<file path="src/rtl/clear_line_tran.sv">
// ---------------------------------------------------------------------------
// clear_line_tran
//   Line-clear transition sequencer for the Tetris game engine.
//   When enabled, every full row of the 20 x COLS board is written twice
//   through the board-memory write port. The first pass writes the colour of
//   the locking piece (flash effect). The second pass writes EMPTY_CODE.
//   clear_line_done is raised when both passes are finished. Row compaction
//   is done by a separate block after this one.
//
//   Ports
//     clk             : system clock, rising edge
//     reset           : asynchronous, active-low reset
//     enable          : level-sensitive start/hold request from the game FSM
//     line_full[0:19] : row-full flags, index 0 = top row, 19 = bottom row
//     piece_type      : colour code used in the first pass
//     pos_i           : row address to board memory
//     pos_j           : column address to board memory
//     clear_line_done : high while the sequence is complete
//     read            : 1 = read/idle, 0 = write strobe
//     write_data      : cell code to write
//
//   All outputs are registered from the current state, so they trail the
//   state register by one clock.
// ---------------------------------------------------------------------------
module clear_line_tran #(
   parameter int         COLS       = 10,
   parameter logic [2:0] EMPTY_CODE = 3'd0
) (
   input  logic        clk,
   input  logic        reset,
   input  logic        enable,
   input  logic [0:19] line_full,
   input  logic [2:0]  piece_type,
   output logic [4:0]  pos_i,
   output logic [4:0]  pos_j,
   output logic        clear_line_done,
   output logic        read,
   output logic [2:0]  write_data
);

   localparam logic [4:0] LAST_COL = 5'(COLS - 1);

   typedef enum logic [1:0] {
      IDLE  = 2'd0,
      SCAN  = 2'd1,
      WRITE = 2'd2,
      DONE  = 2'd3
   } state_t;

   state_t      state_q, state_d;
   logic [0:19] latch_q, latch_d;   // rows captured at start, reloaded for pass 2
   logic [0:19] wm_q, wm_d;         // rows still to be visited in this pass
   logic        pass2_q, pass2_d;   // 0 = colour pass, 1 = empty pass
   logic [4:0]  row_q, row_d;
   logic [4:0]  col_q, col_d;

   logic [4:0]  pos_i_q, pos_i_d;
   logic [4:0]  pos_j_q, pos_j_d;
   logic        done_q, done_d;
   logic        read_q, read_d;
   logic [2:0]  wdata_q, wdata_d;

   // Lowest set index in the working mask (topmost remaining full row).
   logic        found;
   logic [4:0]  first_row;

   always_comb begin
      found     = 1'b0;
      first_row = 5'd0;
      // Scanning downwards lets the lowest index win.
      for (int i = 19; i >= 0; i--) begin
         if (wm_q[i]) begin
            found     = 1'b1;
            first_row = 5'(i);
         end
      end
   end

   // ---------------------------------------------------------------------
   // State register (plus datapath registers)
   // ---------------------------------------------------------------------
   always_ff @(posedge clk or negedge reset) begin
      if (!reset) begin
         state_q <= IDLE;
         latch_q <= '0;
         wm_q    <= '0;
         pass2_q <= 1'b0;
         row_q   <= 5'd0;
         col_q   <= 5'd0;
         pos_i_q <= 5'd0;
         pos_j_q <= 5'd0;
         done_q  <= 1'b0;
         read_q  <= 1'b1;
         wdata_q <= 3'd0;
      end else begin
         state_q <= state_d;
         latch_q <= latch_d;
         wm_q    <= wm_d;
         pass2_q <= pass2_d;
         row_q   <= row_d;
         col_q   <= col_d;
         pos_i_q <= pos_i_d;
         pos_j_q <= pos_j_d;
         done_q  <= done_d;
         read_q  <= read_d;
         wdata_q <= wdata_d;
      end
   end

   // ---------------------------------------------------------------------
   // Next-state logic
   // ---------------------------------------------------------------------
   always_comb begin
      state_d = state_q;
      latch_d = latch_q;
      wm_d    = wm_q;
      pass2_d = pass2_q;
      row_d   = row_q;
      col_d   = col_q;

      case (state_q)
         IDLE: begin
            if (enable) begin
               // line_full is sampled only here; the rest of the sequence
               // works from the captured copy.
               latch_d = line_full;
               wm_d    = line_full;
               pass2_d = 1'b0;
               state_d = SCAN;
            end
         end

         SCAN: begin
            if (!enable) begin
               state_d = IDLE;
            end else if (found) begin
               row_d   = first_row;
               col_d   = 5'd0;
               state_d = WRITE;
            end else if (!pass2_q) begin
               wm_d    = latch_q;
               pass2_d = 1'b1;
            end else begin
               state_d = DONE;
            end
         end

         WRITE: begin
            if (!enable) begin
               state_d = IDLE;
            end else if (col_q == LAST_COL) begin
               wm_d[row_q] = 1'b0;
               state_d     = SCAN;
            end else begin
               col_d = col_q + 5'd1;
            end
         end

         DONE: begin
            if (!enable) begin
               state_d = IDLE;
            end
         end

         default: state_d = IDLE;
      endcase
   end

   // ---------------------------------------------------------------------
   // Output logic (registered in the state register process)
   // ---------------------------------------------------------------------
   always_comb begin
      pos_i_d = pos_i_q;
      pos_j_d = pos_j_q;
      done_d  = 1'b0;
      read_d  = 1'b1;
      wdata_d = wdata_q;

      // A dropped enable forces idle outputs on the same edge that sends
      // the FSM back to IDLE.
      case (state_q)
         SCAN: begin
            if (enable && found) begin
               pos_i_d = first_row;
               pos_j_d = 5'd0;
            end
         end

         WRITE: begin
            if (enable) begin
               read_d  = 1'b0;
               pos_i_d = row_q;
               pos_j_d = col_q;
               wdata_d = pass2_q ? EMPTY_CODE : piece_type;
            end
         end

         DONE: begin
            done_d = enable;
         end

         default: ;
      endcase
   end

   assign pos_i           = pos_i_q;
   assign pos_j           = pos_j_q;
   assign clear_line_done = done_q;
   assign read            = read_q;
   assign write_data      = wdata_q;

endmodule

</file>
<file path="config.mk">
export PLATFORM = sky130hd
export DESIGN_NAME = clear_line_tran
export DESIGN_NICKNAME = d
export VERILOG_FILES = /design/src/rtl/clear_line_tran.sv
export SDC_FILE = /design/constraint.sdc
export NUM_CORES = 1
export LEC_CHECK = 0
export BUFFER_PORTS_ARGS = -buffer_cell sky130_fd_sc_hd__buf_2
export CAP_MARGIN = 20
export CORE_ASPECT_RATIO = 1.75
export CORE_MARGIN = 5
export CORE_UTILIZATION = 45
export DETAILED_ROUTE_END_ITERATION = 8
export HOLD_SLACK_MARGIN = 0.15
export PLACE_DENSITY = 0.73
export SYNTH_ARGS = -nofsm -noshare
export SYNTH_HDL_FRONTEND = slang
export SYNTH_SLANG_ARGS = --single-unit
</file>
<file path="constraint.sdc">
create_clock -name clk -period 5.92 [get_ports clk]
set_input_delay 0.296 -clock clk [delete_from_list [all_inputs] [get_ports clk]]
set_output_delay 0.296 -clock clk [all_outputs]
set_load 0.005 [all_outputs]
</file>
# --- Word-level counts from Yosys, hierarchy flattened ---
# Cells that the tools add are included.
totals:
  regBits: 68
  out_inout_bits: 15
  word_cells: 123
op_classes:
  addsub: 1
  n_lt_le_gt_ge: 2
  eq_ne: 16
  mux: 76
  bitwise: 3
  reduce_logical: 14
ops:
  columns: ["cell", "n"]
  rows:
  - ["two-way mux 5 bit", 28]
  - ["two-way mux 20 bit", 6]
  - ["case mux 20 bit (3 select lines)", 1]
  - ["case mux 5 bit (2 select lines)", 3]
  - ["two-way mux 1 bit", 27]
  - ["AND 20 bit", 1]
  - ["inequality test 2 bit, second input constant", 10]
  - ["inverter 20 bit", 1]
  - ["two-way mux 2 bit", 7]
  - ["case mux 2 bit (4 select lines)", 1]
  - ["AND reduction 4 bit", 2]
  - ["AND reduction 7 bit", 1]
  - ["greater-or-equal comparator 6 bit, second input constant", 1]
  - ["less-than comparator 6 x 1 -> 1 bit, second input constant", 1]
  - ["inverter 5 -> 6 bit", 1]
  - ["AND reduction 3 bit", 2]
  - ["adder 5 x 1 -> 5 bit, second input constant", 1]
  - ["demux 1 bit (select 5 bit)", 1]
  - ["equality test 5 x 4 -> 1 bit, second input constant", 1]
  - ["AND reduction 5 bit", 1]
  - ["equality test 2 bit, second input constant", 2]
  - ["inequality test 4 bit, second input constant", 1]
  - ["AND reduction 2 bit", 2]
  - ["nonzero test 2 bit", 2]
  - ["other kinds (7)", 8]

# --- Depth between registers and ports, before layout ---
# Gate-level depths: netlist of the first run.
logic_depth:
  ltp_word: 23
  depth_mapped: 8
  depth_no_buf: 7

# --- Worst setup path before layout of the first run ---
# Ideal clock, no wire load.
synth_timing:
  path_kind: "register to register"
  startpoint: "register wm_q[9] (netlist bit)"
  endpoint: "register wm_q[10] (netlist bit)"
  setup_time_ps: 125
  arrival_ps: 2012
  setup_slack_ps: 3783
  path_stages_with_launch: 8
  path_buffers: 2
  period_less_slack_ps: 2137
  cell_sequence: "dfrtp_1 > clkbuf_1 > nor4_2 > nand4_2 > nand2b_4 > a211oi_2 > buf_4 > mux2_2"
synth_via:
  elab_chain_cells: 12
synth_rtl:
  columns: ["item", "line_no", "text"]
  rows:
  - ["start, declared", "52", "logic [0:19] wm_q, wm_d;"]
  - ["start signal, assigned", "98", "wm_q <= wm_d;"]
  - ["two-way mux 1 bit (10 in series)", "72", "if (wm_q[i]) begin"]
  - ["inequality test 2 bit (no source line)", null, null]
  - ["AND reduction 7 bit (no source line)", null, null]
# No other way between the ends.
# A chain may end at the register's enable or synchronous reset.

# --- Worst setup path after layout of the first run ---
layout_timing:
  startpoint: "register state_q[1]"
  endpoint: "register col_q[1]"
layout_via:
  elab_chain_cells: 3
layout_rtl:
  columns: ["item", "line_no", "text"]
  rows:
  - ["start, declared", "50", "state_t state_q, state_d;"]
  - ["start signal, assigned", "96", "state_q <= state_d;"]
  - ["equality test 2 bit / equality test 2 x 1 -> 1 bit (equally long branches)", "121", "case (state_q)"]
  - ["inequality test 2 bit (no source line) / nonzero test 2 bit (equally long branches)", null, null]
  - ["AND reduction 5 bit (no source line)", null, null]
  - ["end signal, assigned", "101", "col_q <= col_d;"]
  - ["end, declared", "55", "logic [4:0] col_q, col_d;"]
# Several ways; a longest one is shown, not always the timed one.

==> results of run 1 <==
==> cells in the final DEF (no fill, tap or decap), drive strengths merged, types with 2 or more instances in the layout <==
cell / instances
nand4: 2
a221o: 2
nor3b: 4
dfrtp: 67
a21oi: 30
o31ai: 3
ha: 7
xor2: 2
mux2i: 2
a22oi: 2
or3: 2
nor2b: 2
nor2: 41
nand2: 40
buf: 44
clkinv: 3
nor4: 6
and2: 2
o21ai: 23
nor3: 3
mux2: 41
a32oi: 20
inv: 12
nand3b: 2
nand3: 7
clkbuf: 11
nand2b: 8
or4: 2
==> state kept, by name, indices dropped and copies added, names as in the netlist <==
register	count
latch_q	20
wm_q	20
col_q	5
pos_i	5
pos_j	5
row_q	5
write_data	3
state_q	2
clear_line_done	1
pass2_q	1
read	1
==> cells in the mapped netlist (3+ instances only) <==
| master | instances | share of area [%] |
|---|---|---|
| a21oi_1 | 30 | 4.1 |
| mux2_1 | 24 | 7.4 |
| dfrtp_1 | 67 | 46 |
| nor3b_1 | 4 | 0.82 |
| inv_1 | 12 | 1.2 |
| nor2_1 | 41 | 4.2 |
| a32oi_1 | 20 | 4.8 |
| o21ai_0 | 7 | 0.96 |
| o21ai_1 | 16 | 2.2 |
| o31ai_1 | 3 | 0.62 |
| mux2_2 | 17 | 5.2 |
| nand2b_1 | 7 | 1.2 |
| nand2_1 | 40 | 4.1 |
| clkbuf_1 | 19 | 1.9 |
| nand3_1 | 7 | 0.96 |
| nor3_1 | 3 | 0.41 |
| ha_1 | 7 | 2.4 |
| nor4_2 | 4 | 1.4 |
==> metrics by stage <==
stage	std cells	cell area (um^2)	total power (uW)	utilization, %
after global routing	498	4212	2639	52.89
after global placement	481	3899	1856	48.96
final	498	4212	2450	52.89
after floorplan	371	3659	1654	-
after detailed placement	482	3926	1942	49.31
after CTS	498	4212	2469	52.89
==> critical path, cell delays in order, from the launching register on <==
cell and delay [ns]:
dfrtp_1 0.41, inv_1 0.11, ha_1 0.84, nand2_1 0.23, o221ai_2 0.81, nor2_1 0.23, o32ai_1 0.20
==> how the worst max path moves through the flow <==
stage | to | slack (ns) | cells past startpoint | startpoint
2_1_floorplan | wm_q[10] | 3.78 | 7 | wm_q[9]
3_3_place_gp | pos_i[2] | 3.09 | 5 | state_q[1]
3_5_place_dp | col_q[1] | 2.97 | 6 | state_q[1]
4_1_cts | col_q[1] | 2.97 | 6 | state_q[1]
5_1_grt | col_q[1] | 2.68 | 6 | state_q[1]
6_report | col_q[1] | 2.96 | 6 | state_q[1]
==> report_power, final <==
group,total (uW),internal (uW),switching [uW]
Sequential,887,669,218
Clock,518,324,194
Combinational,1050,495,550
Total,2450,1490,963
==> cell families (layout without fill, tap and decap cells) <==
logic type      count (synthesis)  in the layout
xor+xnor                        2              2
compound gates                 93             93
flops                          68             68
simple gates                  123            123
buf+inv                        35             72
mux                            43             43
fa+ha+maj                       7              7
==> cell type report <==
cell class	instances	area (um^2)	share of cell area, %
Timing Repair Buffer	44	250.2	5.942
Clock buffer	11	232.7	5.526
Multi-Input combinational cell	268	1815	43.11
Clock inverter	5	52.55	1.248
Tap cell	90	112.6	2.674
Sequential cell	68	1703	40.43
Inverter	12	45.04	1.070
==> per-layer routing <==
metal | vias to the layer above | GRT usage (%) | wire, um
li1 | 1407 | - | -
met1 | 1405 | 19.77 | 3241
met2 | 75 | 31.11 | 4473
met3 | 19 | 3.964 | 270
met4 | 0 | 10.50 | 246
met5 | - | 0 | 0
==> flow_metrics.py, run 1 <==
metrics = {
    "floorplan": {
        "start_util_pct": 45.95,
        "die_y_um": 129.3,
        "die_w_um": 78.16,
        "core_um2": 7963,
        "die-area_um2": 10100,
        "num_io_pins": 41,
        "rows": 43,
    },
    "sta": {
        "worst_pin_slew_ns": 1.017,
        "period_needed_ns": 2.961,
        "drv_slew": 0,
        "hold_violations": 0,
        "fin_skew_ns": 0.006036,
        "setup_tns_ns": 0,
        "setup_viol": 0,
        "grt_setup_unrepaired": "false",
        "slew_headroom_pct": 32.21,
        "setup_slack_ns": 2.959,
        "finalCritPeriodShare_pct": 50.01,
        "fmax_mhz": 337.8,
        "hold_slack_ns": 0.1336,
    },
    "job": {
        "drv_cap": 0,
    },
    "synthesis": {
        "synth_simple_gate_area_share_pct": 16.66,
        "ys_ff_latch": 68,
        "syn_area_um2": 3659,
        "synth_warnings": 0,
        "async_flop_share_pct": 100.0,
        "ys_seq_area_share_pct": 46.55,
        "ys.flop_type": "dfrtp_1",
        "synth_fa_ha_area_share_pct": 2.394,
        "yosys-mux-area-fraction_pct": 13.17,
        "synth_enable_flop_cells": 0,
        "synth_compound_area_share_pct": 16.93,
        "synth_nets": 404,
        "syn_area_per_cell_um2": 9.861,
        "synthCells": 371,
        "yosysUniqueCellTypes": 50,
        "synthXorXnorAreaFrac_pct": 0.4788,
        "synth_top_family_by_area": "compound AO/OA/AOI/OAI gates",
    },
    "cts": {
        "clockRootBuffer": "clkbuf_16",
        "cts_tree": "done",
        "clk_path_buf_depth": 2,
        "clk_pin_slew_ns": 0.06,
        "cts_hold_buf": 0,
        "cts_sinks": 68,
        "clk_latency_ns": 0.34,
        "cts-htree-levels": 3,
        "cts_setup_buffers": 0,
        "cts_resized": 0,
        "cts_made_buffers": 9,
    },
    "setup_path": {
        "cp-start-kind": "flip-flop",
        "rrSetupSlack_ns": 2.96,
        "criticalPathCategory": "flip-flop to flip-flop",
        "cp.arrival_ns": 3.19,
        "end_kind": "flip-flop",
        "r2r-start": "state_q[1]",
        "rr_endpoint": "col_q[1]",
        "crit_fanout": 27,
        "crit_required_ns": 6.15,
        "reg2reg_depth": 6,
    },
    "cells_and_area": {
        "nFillCells": 732,
        "n_antenna_cell": 0,
        "final_net_count": 436,
        "synthToLayoutAreaGrowth_pct": 15.12,
        "layout-drive-gt1-share_pct": 20.83,
    },
    "status": {
        "status": "finished, final reports clean",
    },
    "global_route": {
        "grt_pass1_wl_mm": 14.04,
        "antenna_found_initial": 0,
        "grt_max_degree": 69,
        "grt_overflow_total": 0,
        "grt_pass1_vias": 2978,
        "track_usage_pct": 17.83,
    },
    "power": {
        "ir_drop_mv": 0.2315,
        "leakage_uw": 0.001823,
        "power-per-cell-area_nw_per_um2": 581.7,
    },
    "worst_hold_path": {
        "min_path_type": "primary input to asynchronous set/reset pin",
    },
    "place": {
        "post-dp-hpwl_mm": 5.828,
        "port-buffer-count": 40,
        "preCtsSetupSlack_ns": 2.969,
        "routabilityCongestion": 0.8886,
    },
    "route": {
        "wl_mm": 8.232,
        "drc": 0,
        "firstDrtPassIters": 5,
        "post_drt_wl_per_cell_um": 16.53,
        "num_vias": 2906,
        "drt-vias-per-instance": 5.835,
        "dr.first_iter.drc_count": 171,
        "postRouteAntennaNets": 0,
    },
}
Note: power is estimated with default switching activity, not from simulation.
==> run 2, diff against run 1 <==
- clock period: 5.92 -> 3.1 ns (I/O delays scaled with it)
==> flow_metrics.py, run 2 (same netlist as run 1, synthesis figures left out) <==
metrics = {
    "cells_and_area": {
        "biggestRegsByFlops": "latch_q x20, wm_q x20",
        "stdcell_area_um2": 4493,
        "layout-drive-gt1-share_pct": 20.46,
        "nFillCells": 711,
        "most-common-layout-cells": "67 x dfrtp_1, 41 x nor2_1, 40 x nand2_1, 40 x buf_2, 30 x a21oi_1",
        "final_net_count": 463,
        "regArea_um2": 1703,
        "n_antenna_cell": 0,
        "synthToLayoutAreaGrowth_pct": 22.81,
        "mostFrequentLayoutCell": "dfrtp_1",
        "multi_input_area_um2": 1815,
    },
    "floorplan": {
        "die_y_um": 129.3,
        "start_util_pct": 45.95,
        "core_um2": 7963,
        "die-area_um2": 10100,
        "rows": 43,
        "die_w_um": 78.16,
        "num_io_pins": 41,
    },
    "setup_path": {
        "reg2reg_depth": 6,
        "crit_chain": "nor4_2 -> nand4_2 -> nand2b_4 -> a211oi_2 -> buf_4 -> mux2_2",
        "rrSetupSlack_ns": 0.59,
        "crit_fanout": 20,
        "criticalPathCategory": "flip-flop to flip-flop",
        "critical_path.slowest_cell": "nor4_2",
        "end_kind": "flip-flop",
        "crit_required_ns": 3.31,
        "r2r-start": "wm_q[14]",
        "cp.arrival_ns": 2.72,
        "rr_endpoint": "wm_q[10]",
        "max_stage_delay_ns": 0.47,
        "cp-start-kind": "flip-flop",
    },
    "cts": {
        "cts_tree": "done",
        "cts_made_buffers": 9,
        "clk_path_buf_depth": 2,
        "clk_latency_ns": 0.33,
        "cts-htree-levels": 3,
        "cts_sinks": 68,
        "cts_setup_buffers": 0,
        "clockRootBuffer": "clkbuf_16",
        "clk_pin_slew_ns": 0.05,
    },
    "sta": {
        "finalCritPeriodShare_pct": 80.92,
        "fmax_mhz": 398.6,
        "setup_tns_ns": 0,
        "hold_slack_ns": 0.2046,
        "fin_skew_ns": 0.004162,
        "period_needed_ns": 2.509,
        "hold_violations": 0,
        "drv_slew": 0,
        "worst_pin_slew_ns": 0.9126,
        "grt_setup_unrepaired": "false",
        "setup_viol": 0,
        "slew_headroom_pct": 39.01,
    },
    "power": {
        "pwr-share-clk_pct": 21.4,
        "intPower_uw": 2926,
        "power-per-cell-area_nw_per_um2": 1066,
        "leakage_uw": 0.001947,
        "ir_drop_mv": 0.4416,
        "p_sw_share_pct": 38.92,
        "comb_power_share_pct": 43.2,
        "p_sw_uw": 1864,
        "seq_power_share_pct": 35.4,
    },
    "global_route": {
        "grt_pass1_vias": 3039,
        "antenna_found_initial": 0,
        "grt_max_degree": 40,
        "grt_overflow_total": 0,
        "track_usage_pct": 18.41,
        "grt_pass1_wl_mm": 14.41,
    },
    "worst_hold_path": {
        "whs_path_depth": 2,
        "min_path_type": "primary input to flip-flop",
        "min_from": "enable",
        "holdPathEnd": "clear_line_done",
    },
    "place": {
        "port-buffer-count": 40,
        "post-dp-hpwl_mm": 6.012,
        "routabilityCongestion": 0.8610,
        "place_area_um2": 3949,
    },
    "route": {
        "drc": 0,
        "drt-vias-per-instance": 5.743,
        "firstDrtPassIters": 5,
        "wl_mm": 8.412,
        "num_vias": 3015,
        "postRouteAntennaNets": 0,
        "post_drt_wl_per_cell_um": 16.02,
        "dr.first_iter.drc_count": 98,
    },
    "status": {
        "status": "finished, final reports clean",
    },
    "job": {
        "drv_cap": 0,
    },
}
## run 2: power groups by stage
stage,Combinational (uW),Sequential [uW],Clock [uW]
2_1_floorplan,1610,1540,0
3_5_place_dp,2050,1700,0
4_1_cts,2080,1690,1040
6_report,2070,1700,1030
5_1_grt,2320,1750,1100
3_3_place_gp,1910,1680,0
## run 2: what timing repair did
action | CTS | global route
resized for setup | 0 | 0
hold buffers | 24 | 0
hold endpoints to repair | 60 | 0
## run 2: critical path, delay by kind of cell (launching register included)
family	cells	cell delay, ns
AND/OR/NAND/NOR	3	1.01
flip-flops	1	0.44
multiplexers	1	0.39
buffers and inverters	1	0.31
AO/OA/AOI/OAI	1	0.24
## run 2: area by class of cell
type	count	area share, %
clock buffers	12	5.709
clock inverters	4	1.058
inverters	12	1.003
multi-input cells	268	40.41
flip-flops and latches	68	37.90
well taps	90	2.506
repair buffers	71	11.42
## run 2: layer usage
layer | wire length, um | up-vias | track usage [%]
li1 | - | 1467 | -
met1 | 3338 | 1457 | 20.41
met2 | 4457 | 67 | 31.97
met3 | 307 | 24 | 3.964
met4 | 308 | 0 | 11.33
met5 | 0 | - | 0
## run 2: how the worst max path moves through the flow
stage	from	endpoint	slack (ns)	cells past startpoint
floorplan	wm_q[9]	wm_q[10]	0.96	7
global placement	wm_q[14]	wm_q[6]	0.64	6
detailed placement	wm_q[14]	wm_q[10]	0.58	6
CTS	wm_q[14]	wm_q[10]	0.56	6
global route	wm_q[16]	col_q[2]	0.40	6
finish	wm_q[14]	wm_q[10]	0.59	6
## run 2: stage by stage
stage	power, uW	worst slack [ns]	instances	util [%]
6_report	4790	0.5914	525	56.43
5_1_grt	5173	0.3997	525	56.43
2_1_floorplan	3158	0.9633	371	-
3_3_place_gp	3585	0.6390	484	49.25
3_5_place_dp	3752	0.5758	485	49.59
4_1_cts	4817	0.5609	525	56.43
==> run 3, diff against run 2 <==
- PLACE_DENSITY: 0.73 -> 0.75
- clock period: 3.1 -> 2.05 ns (I/O delays scaled with it)
==> flow_metrics.py, run 3 (same netlist as run 1, synthesis figures left out) <==
metrics = {
    "worst_hold_path": {
        "min_from": "enable",
        "min_path_type": "primary input to flip-flop",
        "holdPathEnd": "clear_line_done",
        "whs_path_depth": 2,
    },
    "cells_and_area": {
        "layout-drive-gt1-share_pct": 29.88,
        "fin_util_pct": 63.32,
        "mostFrequentLayoutCell": "dfrtp_1",
        "synthToLayoutAreaGrowth_pct": 37.82,
        "biggestRegsByFlops": "latch_q x20, wm_q x20",
        "n_antenna_cell": 0,
        "final_net_count": 510,
        "most-common-layout-cells": "66 x dfrtp_1, 45 x buf_4, 41 x nor2_1",
    },
    "global_route": {
        "antenna_found_initial": 0,
        "track_usage_pct": 18.69,
        "grt_overflow_total": 0,
        "grt_pass1_vias": 3204,
        "grt_max_degree": 41,
        "grt_pass1_wl_mm": 14.70,
    },
    "power": {
        "seq_power_share_pct": 28.2,
        "leakage_uw": 0.002275,
        "p_sw_uw": 3232,
        "power-per-cell-area_nw_per_um2": 1703,
        "pwr-share-clk_pct": 17.0,
        "intPower_uw": 5357,
        "p_sw_share_pct": 37.63,
        "ir_drop_mv": 0.8981,
        "finalPower_uw": 8589,
        "comb_power_share_pct": 54.8,
    },
    "cts": {
        "cts_made_buffers": 9,
        "cts-htree-levels": 3,
        "clk_latency_ns": 0.33,
        "clk_path_buf_depth": 2,
        "clk_pin_slew_ns": 0.05,
        "clockRootBuffer": "clkbuf_16",
        "cts_sinks": 68,
        "cts_tree": "done",
    },
    "setup_path": {
        "reg2reg_depth": 7,
        "rr_endpoint": "wm_q[7]",
        "crit_required_ns": 2.27,
        "crit_fanout": 5,
        "rrSetupSlack_ns": -0.001,
        "r2r-start": "wm_q[3]",
        "criticalPathCategory": "flip-flop to flip-flop",
        "cp-start-kind": "flip-flop",
        "end_kind": "flip-flop",
        "cp.arrival_ns": 2.27,
    },
    "status": {
        "status": "finished, violations left",
        "violations": "setup timing",
    },
    "place": {
        "port-buffer-count": 40,
        "post-dp-hpwl_mm": 6.513,
        "routabilityCongestion": 0.9117,
        "preCtsSetupSlack_ns": -0.1248,
    },
    "sta": {
        "worst_pin_slew_ns": 0.7197,
        "hold_violations": 0,
        "drv_slew": 0,
        "fmax_mhz": 487.4,
        "hold_slack_ns": 0.1658,
        "setup_tns_ns": -0.001774,
        "finalCritPeriodShare_pct": 100.1,
        "grt_setup_unrepaired": "true",
        "setup_slack_ns": -0.001497,
        "fin_skew_ns": 0.005428,
        "slew_headroom_pct": 51.41,
        "period_needed_ns": 2.051,
        "setup_viol": 2,
    },
    "floorplan": {
        "die_y_um": 129.3,
        "core_um2": 7963,
        "die_w_um": 78.16,
        "die-area_um2": 10100,
        "start_util_pct": 45.95,
        "rows": 43,
        "num_io_pins": 41,
    },
    "route": {
        "dr.first_iter.drc_count": 179,
        "drc": 0,
        "wl_mm": 9.385,
        "drt-vias-per-instance": 5.689,
        "firstDrtPassIters": 5,
        "post_drt_wl_per_cell_um": 16.41,
        "num_vias": 3254,
        "postRouteAntennaNets": 0,
    },
    "job": {
        "drv_cap": 0,
    },
}
-- run 3: cell count changes in the layout (fill, tap and decap cells not counted), moves of 2 or more --
cell,change
buf_6,+3
buf_4,+39
nor4_4,+4
buf_12,+3
mux2_2,-12
mux2_1,-8
clkbuf_1,+2
clkbuf_16,+2
mux2_4,+20
nor4_2,-4
-- run 3: layout make-up --
cell class | count | area, um^2
clock buffers | 15 | 277.8
well taps | 90 | 112.6
fillers | 627 | 2920
flip-flops and latches | 68 | 1704
multi-input cells | 268 | 1948
inverters | 12 | 45.04
repair buffers | 118 | 949.7
clock inverters | 1 | 5.005
-- run 3: routing by layer --
layer,routed length (um),share of wire (%),track usage (%),up-vias
met4,400,4.3,11.33,0
met1,3543,38,19.27,1571
met2,5039,54,34.14,98
li1,-,-,-,1557
met3,401,4.3,4.103,28
met5,0,0,0,-
-- run 3: worst max path at each step --
stage                  start       end  slack [ns]  cells past startpoint
CTS                 wm_q[12]  wm_q[14]       -0.02                      7
detailed placement  col_q[1]  wm_q[14]       -0.12                      7
finish               wm_q[3]   wm_q[7]      -0.001                      7
floorplan           wm_q[10]  wm_q[10]       0.002                      6
global route        wm_q[10]  wm_q[15]       -0.05                      7
global placement    col_q[1]   wm_q[5]       -0.02                      7
-- run 3: critical path, cell delays in order, from the launching register on --
cell and delay, ns:
dfrtp_1 0.40, nor4_4 0.35, nand4_2 0.15, nand2b_4 0.18
a211oi_4 0.20, buf_6 0.18, clkbuf_16 0.17, mux2_4 0.29
-- run 3: repair_timing --
item / 4_1_cts / 5_1_grt
cloned: 1 / 2
hold buffers: 24 / 0
gates resized for setup: 8 / 21
hold endpoints to repair: 68 / 0
buffers inserted: 5 / 3
setup endpoints to repair: 20 / 28
pin swaps: 4 / 5
-- run 3: power groups by stage --
stage,Clock [uW],Combinational (uW),Sequential [uW]
floorplan,0,2460,2380
global placement,0,3660,2390
detailed placement,0,3780,2420
CTS,1490,4040,2410
global route,1540,5070,2490
finish,1460,4710,2420
-- run 3: per-stage QoR --
stage,cell area [um^2],std cells
final,5042,572
after global routing,5042,572
after CTS,4891,567
after detailed placement,4263,521
after global placement,4263,521
after floorplan,3685,371
